<file path="config.mk">
export PLATFORM = sky130hd
export DESIGN_NAME = uart_receiver
export DESIGN_NICKNAME = d
export VERILOG_FILES = /design/src/rtl/uart_receiver.sv
export SDC_FILE = /design/constraint.sdc
export NUM_CORES = 1
export LEC_CHECK = 0
export ABC_AREA = 1
export CAP_MARGIN = 20
export CORE_UTILIZATION = 40
export CTS_CLUSTER_DIAMETER = 60
export DETAILED_ROUTE_END_ITERATION = 6
export GPL_TIMING_DRIVEN = 0
export HOLD_SLACK_MARGIN = 0.1
export PLACE_DENSITY = 0.7
export SETUP_SLACK_MARGIN = 0.3
export SLEW_MARGIN = 20
export SYNTH_ARGS = -nofsm -noshare
export SYNTH_HDL_FRONTEND = slang
export SYNTH_SLANG_ARGS = --single-unit
</file>
<file path="constraint.sdc">
create_clock -name i_clk -period 1.7 [get_ports i_clk]
set_input_delay 0.34 -clock i_clk [delete_from_list [all_inputs] [get_ports i_clk]]
set_output_delay 0.34 -clock i_clk [all_outputs]
set_load 0.02 [all_outputs]
</file>
<file path="src/rtl/uart_receiver.sv">
// uart_receiver
//   Oversampled asynchronous serial receiver (8N2 by default). The serial
//   line is synchronized, the start bit is confirmed at its mid-point, and
//   every following bit is sampled once per NB_OVS ticks, i.e. mid-bit.
//   Framed bytes are presented with a one-cycle o_valid pulse; a frame whose
//   stop bit(s) sample low produces a one-cycle o_error pulse instead.
//
// Parameters
//   NB_DATA : data bits per frame
//   NB_STOP : stop bits per frame
//   NB_OVS  : i_tick pulses per bit period
//
// Ports
//   i_clk   in   1        clock, all state updates on the rising edge
//   i_reset in   1        synchronous reset, active low
//   i_tick  in   1        oversampling strobe, one i_clk cycle wide
//   i_rx    in   1        serial line, idle high, asynchronous to i_clk
//   o_data  out  NB_DATA  last correctly framed byte, LSB = first bit received
//   o_valid out  1        one-cycle pulse, o_data updated this cycle
//   o_error out  1        one-cycle pulse, framing error
module uart_receiver #(
  parameter int NB_DATA = 8,
  parameter int NB_STOP = 2,
  parameter int NB_OVS  = 16
) (
  input  logic               i_clk,
  input  logic               i_reset,
  input  logic               i_tick,
  input  logic               i_rx,
  output logic [NB_DATA-1:0] o_data,
  output logic               o_valid,
  output logic               o_error
);

  localparam int NB_CNT = (NB_OVS > 1) ? $clog2(NB_OVS) : 1;
  localparam int NB_MAX = (NB_DATA > NB_STOP) ? NB_DATA : NB_STOP;
  localparam int NB_IDX = (NB_MAX > 1) ? $clog2(NB_MAX) : 1;

  localparam logic [NB_CNT-1:0] CNT_MID       = NB_CNT'(NB_OVS / 2 - 1);
  localparam logic [NB_CNT-1:0] CNT_LAST      = NB_CNT'(NB_OVS - 1);
  localparam logic [NB_IDX-1:0] IDX_DATA_LAST = NB_IDX'(NB_DATA - 1);
  localparam logic [NB_IDX-1:0] IDX_STOP_LAST = NB_IDX'(NB_STOP - 1);

  typedef enum logic [1:0] {
    IDLE  = 2'd0,
    START = 2'd1,
    DATA  = 2'd2,
    STOP  = 2'd3
  } state_t;

  logic               rx_meta_reg;
  logic               rx_s_reg;
  state_t             state_reg, state_next;
  logic [NB_CNT-1:0]  cnt_reg, cnt_next;
  logic [NB_IDX-1:0]  idx_reg, idx_next;
  logic [NB_DATA-1:0] shift_reg, shift_next;
  logic               err_reg, err_next;
  logic [NB_DATA-1:0] data_reg, data_next;
  logic               valid_reg, valid_next;
  logic               error_reg, error_next;

  // New sample enters at the MSB; after NB_DATA shifts the first bit sits at LSB.
  logic [NB_DATA:0]   shift_in;
  // Error status including the stop-bit sample being taken right now.
  logic               stop_err;

  assign shift_in = {rx_s_reg, shift_reg};
  assign stop_err = err_reg | ~rx_s_reg;

  always_ff @(posedge i_clk) begin
    if (!i_reset) begin
      rx_meta_reg <= 1'b1;
      rx_s_reg    <= 1'b1;
      state_reg   <= IDLE;
      cnt_reg     <= '0;
      idx_reg     <= '0;
      shift_reg   <= '0;
      err_reg     <= 1'b0;
      data_reg    <= '0;
      valid_reg   <= 1'b0;
      error_reg   <= 1'b0;
    end else begin
      rx_meta_reg <= i_rx;
      rx_s_reg    <= rx_meta_reg;
      state_reg   <= state_next;
      cnt_reg     <= cnt_next;
      idx_reg     <= idx_next;
      shift_reg   <= shift_next;
      err_reg     <= err_next;
      data_reg    <= data_next;
      valid_reg   <= valid_next;
      error_reg   <= error_next;
    end
  end

  always_comb begin
    state_next = state_reg;
    cnt_next   = cnt_reg;
    idx_next   = idx_reg;
    shift_next = shift_reg;
    err_next   = err_reg;
    data_next  = data_reg;
    valid_next = 1'b0;
    error_next = 1'b0;

    case (state_reg)
      IDLE: begin
        cnt_next = '0;
        idx_next = '0;
        err_next = 1'b0;
        if (!rx_s_reg) begin
          state_next = START;
        end
      end

      START: begin
        if (i_tick) begin
          if (cnt_reg == CNT_MID) begin
            cnt_next = '0;
            idx_next = '0;
            // A line that is high again at mid start bit was only a glitch.
            state_next = rx_s_reg ? IDLE : DATA;
          end else begin
            cnt_next = cnt_reg + NB_CNT'(1);
          end
        end
      end

      DATA: begin
        if (i_tick) begin
          if (cnt_reg == CNT_LAST) begin
            cnt_next   = '0;
            shift_next = shift_in[NB_DATA:1];
            if (idx_reg == IDX_DATA_LAST) begin
              idx_next   = '0;
              err_next   = 1'b0;
              state_next = STOP;
            end else begin
              idx_next = idx_reg + NB_IDX'(1);
            end
          end else begin
            cnt_next = cnt_reg + NB_CNT'(1);
          end
        end
      end

      STOP: begin
        if (i_tick) begin
          if (cnt_reg == CNT_LAST) begin
            cnt_next = '0;
            err_next = stop_err;
            // Leaving at mid last stop bit leaves half a bit to catch the
            // next start edge of a back-to-back frame.
            if (idx_reg == IDX_STOP_LAST) begin
              idx_next   = '0;
              state_next = IDLE;
              if (stop_err) begin
                error_next = 1'b1;
              end else begin
                valid_next = 1'b1;
                data_next  = shift_reg;
              end
            end else begin
              idx_next = idx_reg + NB_IDX'(1);
            end
          end else begin
            cnt_next = cnt_reg + NB_CNT'(1);
          end
        end
      end

      default: begin
        state_next = IDLE;
        cnt_next   = '0;
        idx_next   = '0;
        err_next   = 1'b0;
      end
    endcase
  end

  assign o_data  = data_reg;
  assign o_valid = valid_reg;
  assign o_error = error_reg;

endmodule

</file>
==> metrics.md, run 1 <==
| Metric | Value |
|---|---|
| Outcome | finished, final reports clean |
| Most common cell in the netlist | nor2_1 |
| # diodes | 0 |
| Synthesized area | 1350 um2 |
| First-pass GRT wire length | 4730 um |
| IO buf count | 13 |
| Post-synth top area share | 44.5% |
| Detailed-placement wirelength estimate | 1890 um |
| Die Ht | 60.1 um |
| Layout cells sized above 1 | 29.0% |
| CP Launch Type | flop |
| ANT nets after route | 0 |
| Relative slew margins | 70.3% |
| Static Leakage | 0.797 nW |
| Crit end category | flop |
| Worst EP required | 1.94 ns |
| Drt first pass iters | 4 |
| Die width | 60.1 um |
| CTS tree | yes |
| Clock latency on the worst-skew pair | 0.34 ns |
| Final worst path period need | 1.35 ns |
| Skew final | 0.0150 ns |
| Initial Utilization | 43.1% |
| Synth cell count leaders | nor2_1 (38), dfxtp_1 (30), nand2_1 (21), o21ai_1 (12), inv_1 (10) |
| Setup CP Type | flop to flop |
| F_max | 740 MHz |
| Fin. Hold Viols | 0 |
| Min-delay worst type | primary input to flop |
| Fillers | 290 |
| CTS clk-pin slew, worst paths | 0.10 ns |
| PwrDens | 879 nW/um2 |
| CP dominant cell by count | ha_2 |
| Gr ovfl total | 0 |
| Worst slack at placement | -0.114 ns |
| Period utilization | 79.5% |
| Rows | 20 |
| First DRT Iteration DRCs | 48 |
| Overall power | 1.55 mW |
| Buffer type at the clock tree root | clkbuf_4 |
| RSZ-0062 raised after global routing | yes |
| Max FO, Critical Path | 4 |
| Routability congestion estimate from global placement | 0.875 |
| CTS max path bufs | 2 |
| Yosys reg bits | 30 |
| Post-synth top flop | dfxtp_1 |
| Crit path largest cell delay | 0.37 ns |
| Cell chain of the critical path | ha_2, ha_2, nand3b_4, nand2_4, nor2_4, nand3_2, nand3_1, nand2_1 |
| Post-CTS Hold Buffers | 0 |
| Htree depth | 2 |
| Area after DPL | 1530 um2 |
| Nets@finish | 207 |
| Worst-Margin Slew | 0.446 ns |
| Post-route setup TNS | 0 ns |
| Cts bufs inserted | 5 |
| Routed WL | 2850 um |
| Via count | 1184 |
| Arrival time worst endpoint | 1.59 ns |
| Vias in the first global route | 1075 |
| DRC | 0 |
| Largest net degree at the start of global routing | 11 |
| Post-DR wirelength/cell | 11.7 um |
| Num Clock Sinks | 30 |
| CP bufs+invs | 0 |
| Ports | 14 |
| Placed cells | 231 |
| Max Cap Viol | 0 |
| Synth warn | 0 |
| Area of the core | 3130 um2 |
| Gr usage total | 18.4% |
| EDFF count, synth | 0 |
| Async set-reset flop share out of synthesis | 0% |
| Top cells by area, synth | dfxtp_1 (45%), nor2_1 (11%), nand2_1 (5.8%) |
| Mapped Nets | 182 |
| Antenna violations before repair | 0 |
| Post-synth cell types | 28 |
| Post-synth top area cell | dfxtp_1 |
| Die ar. | 3610 um2 |
| Crit path max-delay family | simple AND/OR/NAND/NOR gates |
| Max-slew violations | 0 |
| Mean Syn Cell Area | 7.75 um2 |
| Post-route cell area | 1760 um2 |
| Via/cell ratio | 4.85 |
| Cell count after synthesis | 174 |
| Synth-to-Final Area Change | 30.6% |
| Post-Layout Cell Count | 244 |
| Critical-path top delay cell | dfxtp_2 |
| Seq/Total Area, Yosys | 44.5% |
| VDD IR-drop max | 0.451 mV |
| Final setup violating endpoints | 0 |
| Setup ws final | 0.348 ns |
==> worst reg2reg max path, stage by stage, from the launching register on <==
cell and delay, ns:
dfxtp_2 0.37, ha_2 0.18, ha_2 0.17, nand3b_4 0.14, nand2_4 0.07, nor2_4 0.14, nand3_2 0.08, nand3_1 0.08
nand2_1 0.05
==> routing by layer <==
layer | part of all wire [%] | up-vias | track usage (%)
met4 | 2.7 | 0 | 11.0
met1 | 46 | 552 | 22.0
met3 | 3.1 | 6 | 5.41
met2 | 48 | 18 | 29.0
li1 | - | 608 | -
met5 | 0 | - | 0
==> path summary, 6_finish.rpt <==
kind	to	start	slack, ns	cells after the start
max	flop	idx_reg[0]$_SDFFE_PN0P_	0.35	8
min	o_valid$_SDFF_PN0_	i_tick	0.41	3
max reg2reg	flop	idx_reg[0]$_SDFFE_PN0P_	0.35	8
min reg2reg	rx_s_reg$_SDFF_PN1_	rx_meta_reg$_SDFF_PN1_	0.42	1
==> cells by family (layout without fill, tap and decap cells) <==
family	after synthesis	count (layout)	share of synthesized area, %
buf+inv	22	47	6.68
compound gates	29	29	10.8
simple gates	88	89	33.7
xor+xnor	1	1	0.649
flops	30	30	44.5
fa+ha+maj	4	4	3.71
==> where the power goes <==
group | total [mW] | switching [mW] | internal [mW]
Clock | 0.751 | 0.253 | 0.498
Combinational | 0.0846 | 0.0559 | 0.0286
Sequential | 0.712 | 0.00650 | 0.705
==> cell type report <==
| cell class | instances | area, um2 | area share, % |
|---|---|---|---|
| Sequential cell | 30 | 611 | 34.7 |
| Buffer | 3 | 20.0 | 1.14 |
| Timing Repair Buffer | 17 | 156 | 8.88 |
| Clock buffer | 6 | 51.3 | 2.91 |
| Clock inverter | 2 | 60.1 | 3.41 |
| Tap cell | 44 | 55.1 | 3.12 |
| Multi-Input combinational cell | 123 | 734 | 41.7 |
| Inverter | 19 | 73.8 | 4.19 |
==> timing repair <==
action                                  4_1_cts  5_1_grt
buffers inserted                              3        1
hold endpoints to repair                      0        0
cloned                                        0        1
resized for setup                            20       23
endpoints found under the setup margin       30       25
pin swaps                                     4       12
==> cell usage in the layout (no fill, tap or decap), types with 7 or more instances in the layout <==
master | synthesis | layout
inv_2 | 8 | 9
nor2_1 | 38 | 35
o21ai_0 | 8 | 7
a21oi_1 | 9 | 8
dfxtp_1 | 30 | 26
nand2_1 | 21 | 19
nand3_1 | 8 | 7
nand2_2 | 6 | 7
o21ai_1 | 12 | 13
inv_1 | 10 | 9
==> through the flow <==
step / hold slack [ns] / util, %
after floorplan: 0.393 / -
after global placement: 0.395 / 49.0
after detailed placement: 0.407 / 49.0
after CTS: 0.425 / 54.3
after global routing: 0.406 / 56.3
final: 0.409 / 56.3
Note: power is estimated with default switching activity, not from simulation.
==> run 2, diff against run 1 <==
--- a/config.mk
+++ b/config.mk
@@ -12,7 +12,7 @@
 export DETAILED_ROUTE_END_ITERATION = 6
 export GPL_TIMING_DRIVEN = 0
 export HOLD_SLACK_MARGIN = 0.1
-export PLACE_DENSITY = 0.7
+export PLACE_DENSITY = 0.72
 export SETUP_SLACK_MARGIN = 0.3
 export SLEW_MARGIN = 20
 export SYNTH_ARGS = -nofsm -noshare
==> constraint.sdc (replaced) <==
create_clock -name i_clk -period 1.15 [get_ports i_clk]
set_input_delay 0.23 -clock i_clk [delete_from_list [all_inputs] [get_ports i_clk]]
set_output_delay 0.23 -clock i_clk [all_outputs]
set_load 0.02 [all_outputs]
==> metrics.md, run 2 (synthesized netlist as in run 1, its figures left out) <==
| Metric | Value |
|---|---|
| Outcome | finished with violations |
| Failing checks | setup timing |
| Reg-to-Reg End | state_reg[0]$_SDFFE_PN0P_ |
| Static Leakage | 0.845 nW |
| Commonest non-fill, non-tap cell in the layout | nor2_1 |
| Via count | 1236 |
| Post-DR wirelength/cell | 13.4 um |
| Min-delay worst type | primary input to flop |
| Max FO, Critical Path | 3 |
| Skew final | 0.00937 ns |
| First-pass GRT wire length | 5470 um |
| Gr usage total | 20.7% |
| CTS tree | yes |
| Register share of total power | 51.2% |
| Num Clock Sinks | 30 |
| Routed WL | 3360 um |
| Post-route setup TNS | -2.94 ns |
| CTS clk-pin slew, worst paths | 0.10 ns |
| Die width | 60.1 um |
| Max-slew violations | 0 |
| Final setup violating endpoints | 22 |
| VDD IR-drop max | 0.886 mV |
| Fin. Hold Viols | 0 |
| IO buf count | 13 |
| Htree depth | 2 |
| Relative slew margins | 82.8% |
| CP Launch Type | flop |
| Setup CP Type | flop to flop |
| Reg2Reg Depth | 9 |
| Clock latency on the worst-skew pair | 0.34 ns |
| Worst slack at placement | -0.567 ns |
| Die Ht | 60.1 um |
| Comb power frac | 8.0% |
| Max Cap Viol | 0 |
| CTS max path bufs | 2 |
| DRC | 0 |
| Crit end category | flop |
| Cts bufs inserted | 5 |
| Worst hold slack | 0.385 ns |
| Psw | 498 uW |
| Detailed-placement wirelength estimate | 2090 um |
| Layout cells sized above 1 | 53.1% |
| First DRT Iteration DRCs | 44 |
| Post-CTS Hold Buffers | 0 |
| Initial Utilization | 43.1% |
| Hold path cells | 3 |
| Ports | 14 |
| Sw Ratio | 24.2% |
| Drt first pass iters | 4 |
| ANT nets after route | 0 |
| R2r startpoint | idx_reg[0]$_SDFFE_PN0P_ |
| Gr ovfl total | 0 |
| RSZ-0062 raised after global routing | yes |
| Via/cell ratio | 4.92 |
| Antenna violations before repair | 0 |
| Die ar. | 3610 um2 |
| Period utilization | 114% |
| Arrival time worst endpoint | 1.55 ns |
| Fin util | 63.8% |
| Hold wc startpoint | i_reset |
| # diodes | 0 |
| P_int | 1.56 mW |
| Routability congestion estimate from global placement | 0.802 |
| Rows | 20 |
| F_max | 763 MHz |
| Hold EP | cnt_reg[2]$_SDFFE_PN0P_ |
| PwrDens | 1030 nW/um2 |
| Area of the core | 3130 um2 |
| Final worst path period need | 1.31 ns |
| Setup slack, reg-to-reg | -0.16 ns |
| Largest net degree at the start of global routing | 11 |
| Buffer type at the clock tree root | clkbuf_4 |
| Worst EP required | 1.39 ns |
| Most frequent cells in the layout | nor2_1 (30), nand2_1 (16), buf_6 (14), o21ai_1 (14), dfxtp_1 (14) |
| Worst-Margin Slew | 0.258 ns |
| Clock power frac | 40.7% |
| Setup ws final | -0.161 ns |
| Nets@finish | 214 |
| Vias in the first global route | 1250 |
| Synth-to-Final Area Change | 48.1% |
## run 2: cell types whose count changed in the layout (fill, tap and decap cells not counted), sizes merged
cell | previous run | this run
buf | 5 | 23
bufinv | 2 | 1
clkbuf | 9 | 8
clkdlybuf4s15 | 5 | 0
clkinvlp | 0 | 1
dlygate4sd2 | 4 | 1
dlymetal6s2s | 1 | 0
nor2 | 43 | 42
## run 2: area by class of cell
class | instances | area (um2)
inverter | 19 | 88.8
clock buffer | 6 | 41.3
tap | 44 | 55.1
timing repair buffer | 25 | 268
sequential | 30 | 628
multi-input combinational | 122 | 857
clock inverter | 2 | 37.5
buffer | 3 | 21.3
fill | 264 | 1130
## run 2: routing by layer
layer | global-route usage (%) | part of all wire, % | vias up
met3 | 7.14 | 4.5 | 13
met1 | 23.2 | 42 | 574
met5 | 0 | 0 | -
met2 | 36.5 | 50 | 25
li1 | - | - | 624
met4 | 6.31 | 3.5 | 0
## run 2: per-stage QoR
step | std cells | total power, mW | cell area (um2)
floorplan | 174 | 1.18 | 1450
global placement | 231 | 1.21 | 1640
detailed placement | 231 | 1.21 | 1640
CTS | 247 | 2.05 | 1870
global route | 251 | 2.14 | 2000
finish | 251 | 2.06 | 2000
## run 2: how the worst max path moves through the flow
stage | slack [ns] | endpoint | startpoint | depth (start not counted)
2_1_floorplan | -0.1 | o_data[6]$_SDFFE_PN0P_ | cnt_reg[1]$_SDFFE_PN0P_ | 8
3_3_place_gp | -0.53 | shift_reg[6]$_SDFFE_PN0P_ | i_tick | 6
3_5_place_dp | -0.57 | shift_reg[5]$_SDFFE_PN0P_ | i_tick | 6
4_1_cts | -0.18 | idx_reg[0]$_SDFFE_PN0P_ | idx_reg[0]$_SDFFE_PN0P_ | 8
5_1_grt | -0.24 | state_reg[0]$_SDFFE_PN0P_ | idx_reg[0]$_SDFFE_PN0P_ | 9
6_report | -0.16 | state_reg[0]$_SDFFE_PN0P_ | idx_reg[0]$_SDFFE_PN0P_ | 9
## run 2: critical path: stages, from the launching register on
cell and delay, ns:
dfxtp_4 0.38, ha_4 0.17, ha_4 0.15, nand3b_4 0.16
nand2_4 0.10, nor2_4 0.05, nand2_1 0.06, nand2_1 0.04
nand2_1 0.06, nor2_1 0.04
## run 2: what timing repair did
action | CTS | global route
setup endpoints to repair | 40 | 38
pin swaps | 16 | 15
resized for setup | 96 | 28
setup buffers | 8 | 4
## run 2: power groups by stage
stage,Combinational (mW),Clock (mW),Sequential (mW)
finish,0.165,0.839,1.06
global route,0.178,0.905,1.06
CTS,0.143,0.851,1.06
detailed placement,0.131,0,1.08
global placement,0.128,0,1.08
floorplan,0.0963,0,1.08
==> run 3, diff against run 2 <==
--- a/config.mk
+++ b/config.mk
@@ -7,6 +7,7 @@
 export LEC_CHECK = 0
 export ABC_AREA = 1
 export CAP_MARGIN = 20
+export CORE_MARGIN = 3
 export CORE_UTILIZATION = 40
 export CTS_CLUSTER_DIAMETER = 60
 export DETAILED_ROUTE_END_ITERATION = 6
==> metrics.md, run 3 (synthesized netlist as in run 1, its figures left out) <==
| Metric | Value |
|---|---|
| Buffer type at the clock tree root | clkbuf_4 |
| PwrDens | 1030 nW/um2 |
| Via count | 1231 |
| Max-slew violations | 0 |
| Worst slack at placement | -0.569 ns |
| CP Launch Type | primary input |
| Clock latency on the worst-skew pair | 0.33 ns |
| Post-route setup TNS | -4.17 ns |
| Period utilization | 121% |
| Ports | 14 |
| Post-CTS Hold Buffers | 0 |
| CP bufs+invs | 2 |
| IO buf count | 13 |
| First-pass GRT wire length | 5240 um |
| Vias in the first global route | 1210 |
| Cts bufs inserted | 5 |
| P_int | 1.55 mW |
| VDD IR-drop max | 0.784 mV |
| Min-delay worst type | primary input to flop |
| Synth-to-Final Area Change | 46.7% |
| CTS tree | yes |
| DRC | 0 |
| Hold path cells | 3 |
| Psw | 490 uW |
| ANT nets after route | 0 |
| Final worst path period need | 1.39 ns |
| Via/cell ratio | 4.92 |
| Drt first pass iters | 4 |
| Largest net degree at the start of global routing | 11 |
| Setup CP Type | primary input to flop |
| Die width | 64.1 um |
| Sw Ratio | 24.1% |
| Layout cells sized above 1 | 53.4% |
| Worst EP required | 1.38 ns |
| Worst-Margin Slew | 0.291 ns |
| R2r startpoint | cnt_reg[0]$_SDFFE_PN0P_ |
| Die Ht | 64.1 um |
| Outcome | finished with violations |
| # diodes | 0 |
| Htree depth | 2 |
| Skew final | 0.0135 ns |
| CTS clk-pin slew, worst paths | 0.10 ns |
| First DRT Iteration DRCs | 47 |
| Setup ws final | -0.237 ns |
| Max Cap Viol | 0 |
| RSZ-0062 raised after global routing | yes |
| Area of the core | 3130 um2 |
| Most frequent cells in the layout | nor2_1 (24), nand2_1 (17), buf_6 (15), dfxtp_1 (15), dfxtp_2 (13) |
| Comb power frac | 7.4% |
| Max FO, Critical Path | 7 |
| Failing checks | setup timing |
| Num Clock Sinks | 30 |
| Detailed-placement wirelength estimate | 2100 um |
| Gr ovfl total | 0 |
| Fin. Hold Viols | 0 |
| Routed WL | 3230 um |
| Commonest non-fill, non-tap cell in the layout | nor2_1 |
| Hold wc startpoint | i_reset |
| Gr usage total | 16.8% |
| Antenna violations before repair | 0 |
| Reg-to-Reg End | shift_reg[3]$_SDFFE_PN0P_ |
| Crit path largest cell delay | 0.58 ns |
| Fin util | 63.2% |
| CP startpoint | i_tick |
| Die ar. | 4100 um2 |
| Routability congestion estimate from global placement | 0.838 |
| Crit end category | flop |
| Relative slew margins | 80.5% |
| Register share of total power | 51.7% |
| CTS max path bufs | 2 |
| Hold EP | o_error$_SDFF_PN0_ |
| Arrival time worst endpoint | 1.62 ns |
| Clock power frac | 40.9% |
| Setup slack, reg-to-reg | -0.21 ns |
| Static Leakage | 0.839 nW |
| Post-DR wirelength/cell | 12.9 um |
| Final setup violating endpoints | 25 |
| Nets@finish | 213 |
| Rows | 20 |
| Reg2Reg Depth | 6 |
| F_max | 721 MHz |
| Critical-path top delay cell | clkdlybuf4s50_1 |
| Cell chain of the critical path | clkdlybuf4s50_1, nand2_1, nor3_4, inv_2, nor2_2, nor2_1 |
| Initial Utilization | 43.1% |
| Crit path max-delay family | buffers and inverters |
[run 3: changes by cell type in the layout (fill, tap and decap cells not counted), moves of 3 or more]
cell,delta
nor2_4,+4
o21ai_0,+3
nor2_1,-6
nor2_2,+3
[run 3: per-layer routing]
layer  GRT usage [%]  up-vias  part of all wire [%]
li1                -      622                     -
met1            18.4      577                    41
met2            29.5       22                    52
met3            5.27       10                   4.0
met4            6.74        0                   2.4
met5               0        -                     0
[run 3: what timing repair did]
item | CTS | global route
resized for setup | 90 | 32
setup endpoints to repair | 40 | 40
gates cloned | 1 | 0
pin swaps | 11 | 8
setup buffers | 7 | 3
[run 3: worst min-delay path, delay by kind of cell]
family,cells,cell delay (ns)
simple gates,2,0.15
buf+inv,1,0.18
[run 3: metrics by stage]
step,std cells,power (mW),hold WS [ns],cell area (um2)
after floorplan,174,1.18,0.337,1450
after detailed placement,231,1.21,0.406,1640
final,250,2.04,0.256,1980
after CTS,247,2.04,0.431,1860
after global routing,250,2.13,0.252,1980
after global placement,231,1.21,0.404,1640
[run 3: power groups by stage]
stage          Sequential (mW)  Clock [mW]  Combinational (mW)
6_report                  1.05       0.833               0.151
5_1_grt                   1.06       0.909               0.166
4_1_cts                   1.05       0.849               0.140
3_5_place_dp              1.08           0               0.132
3_3_place_gp              1.08           0               0.127
2_1_floorplan             1.08           0              0.0963
[run 3: worst max-delay path by stage]
stage	endpoint	slack (ns)	cells past startpoint
after floorplan	o_data[6]$_SDFFE_PN0P_	-0.1	8
after global placement	shift_reg[4]$_SDFFE_PN0P_	-0.53	6
final	shift_reg[3]$_SDFFE_PN0P_	-0.24	6
after CTS	shift_reg[0]$_SDFFE_PN0P_	-0.20	6
after global routing	o_data[7]$_SDFFE_PN0P_	-0.28	8
after detailed placement	shift_reg[3]$_SDFFE_PN0P_	-0.57	6
[run 3: cell type report]
class / instances / area [um2]
plain buffers: 3 / 21.3
clock buffers: 5 / 37.5
repair buffers: 23 / 235
fillers: 257 / 1150
well taps: 44 / 55.1
inverters: 19 / 86.3
flip-flops and latches: 30 / 624
multi-input cells: 123 / 878
clock inverters: 3 / 40.0
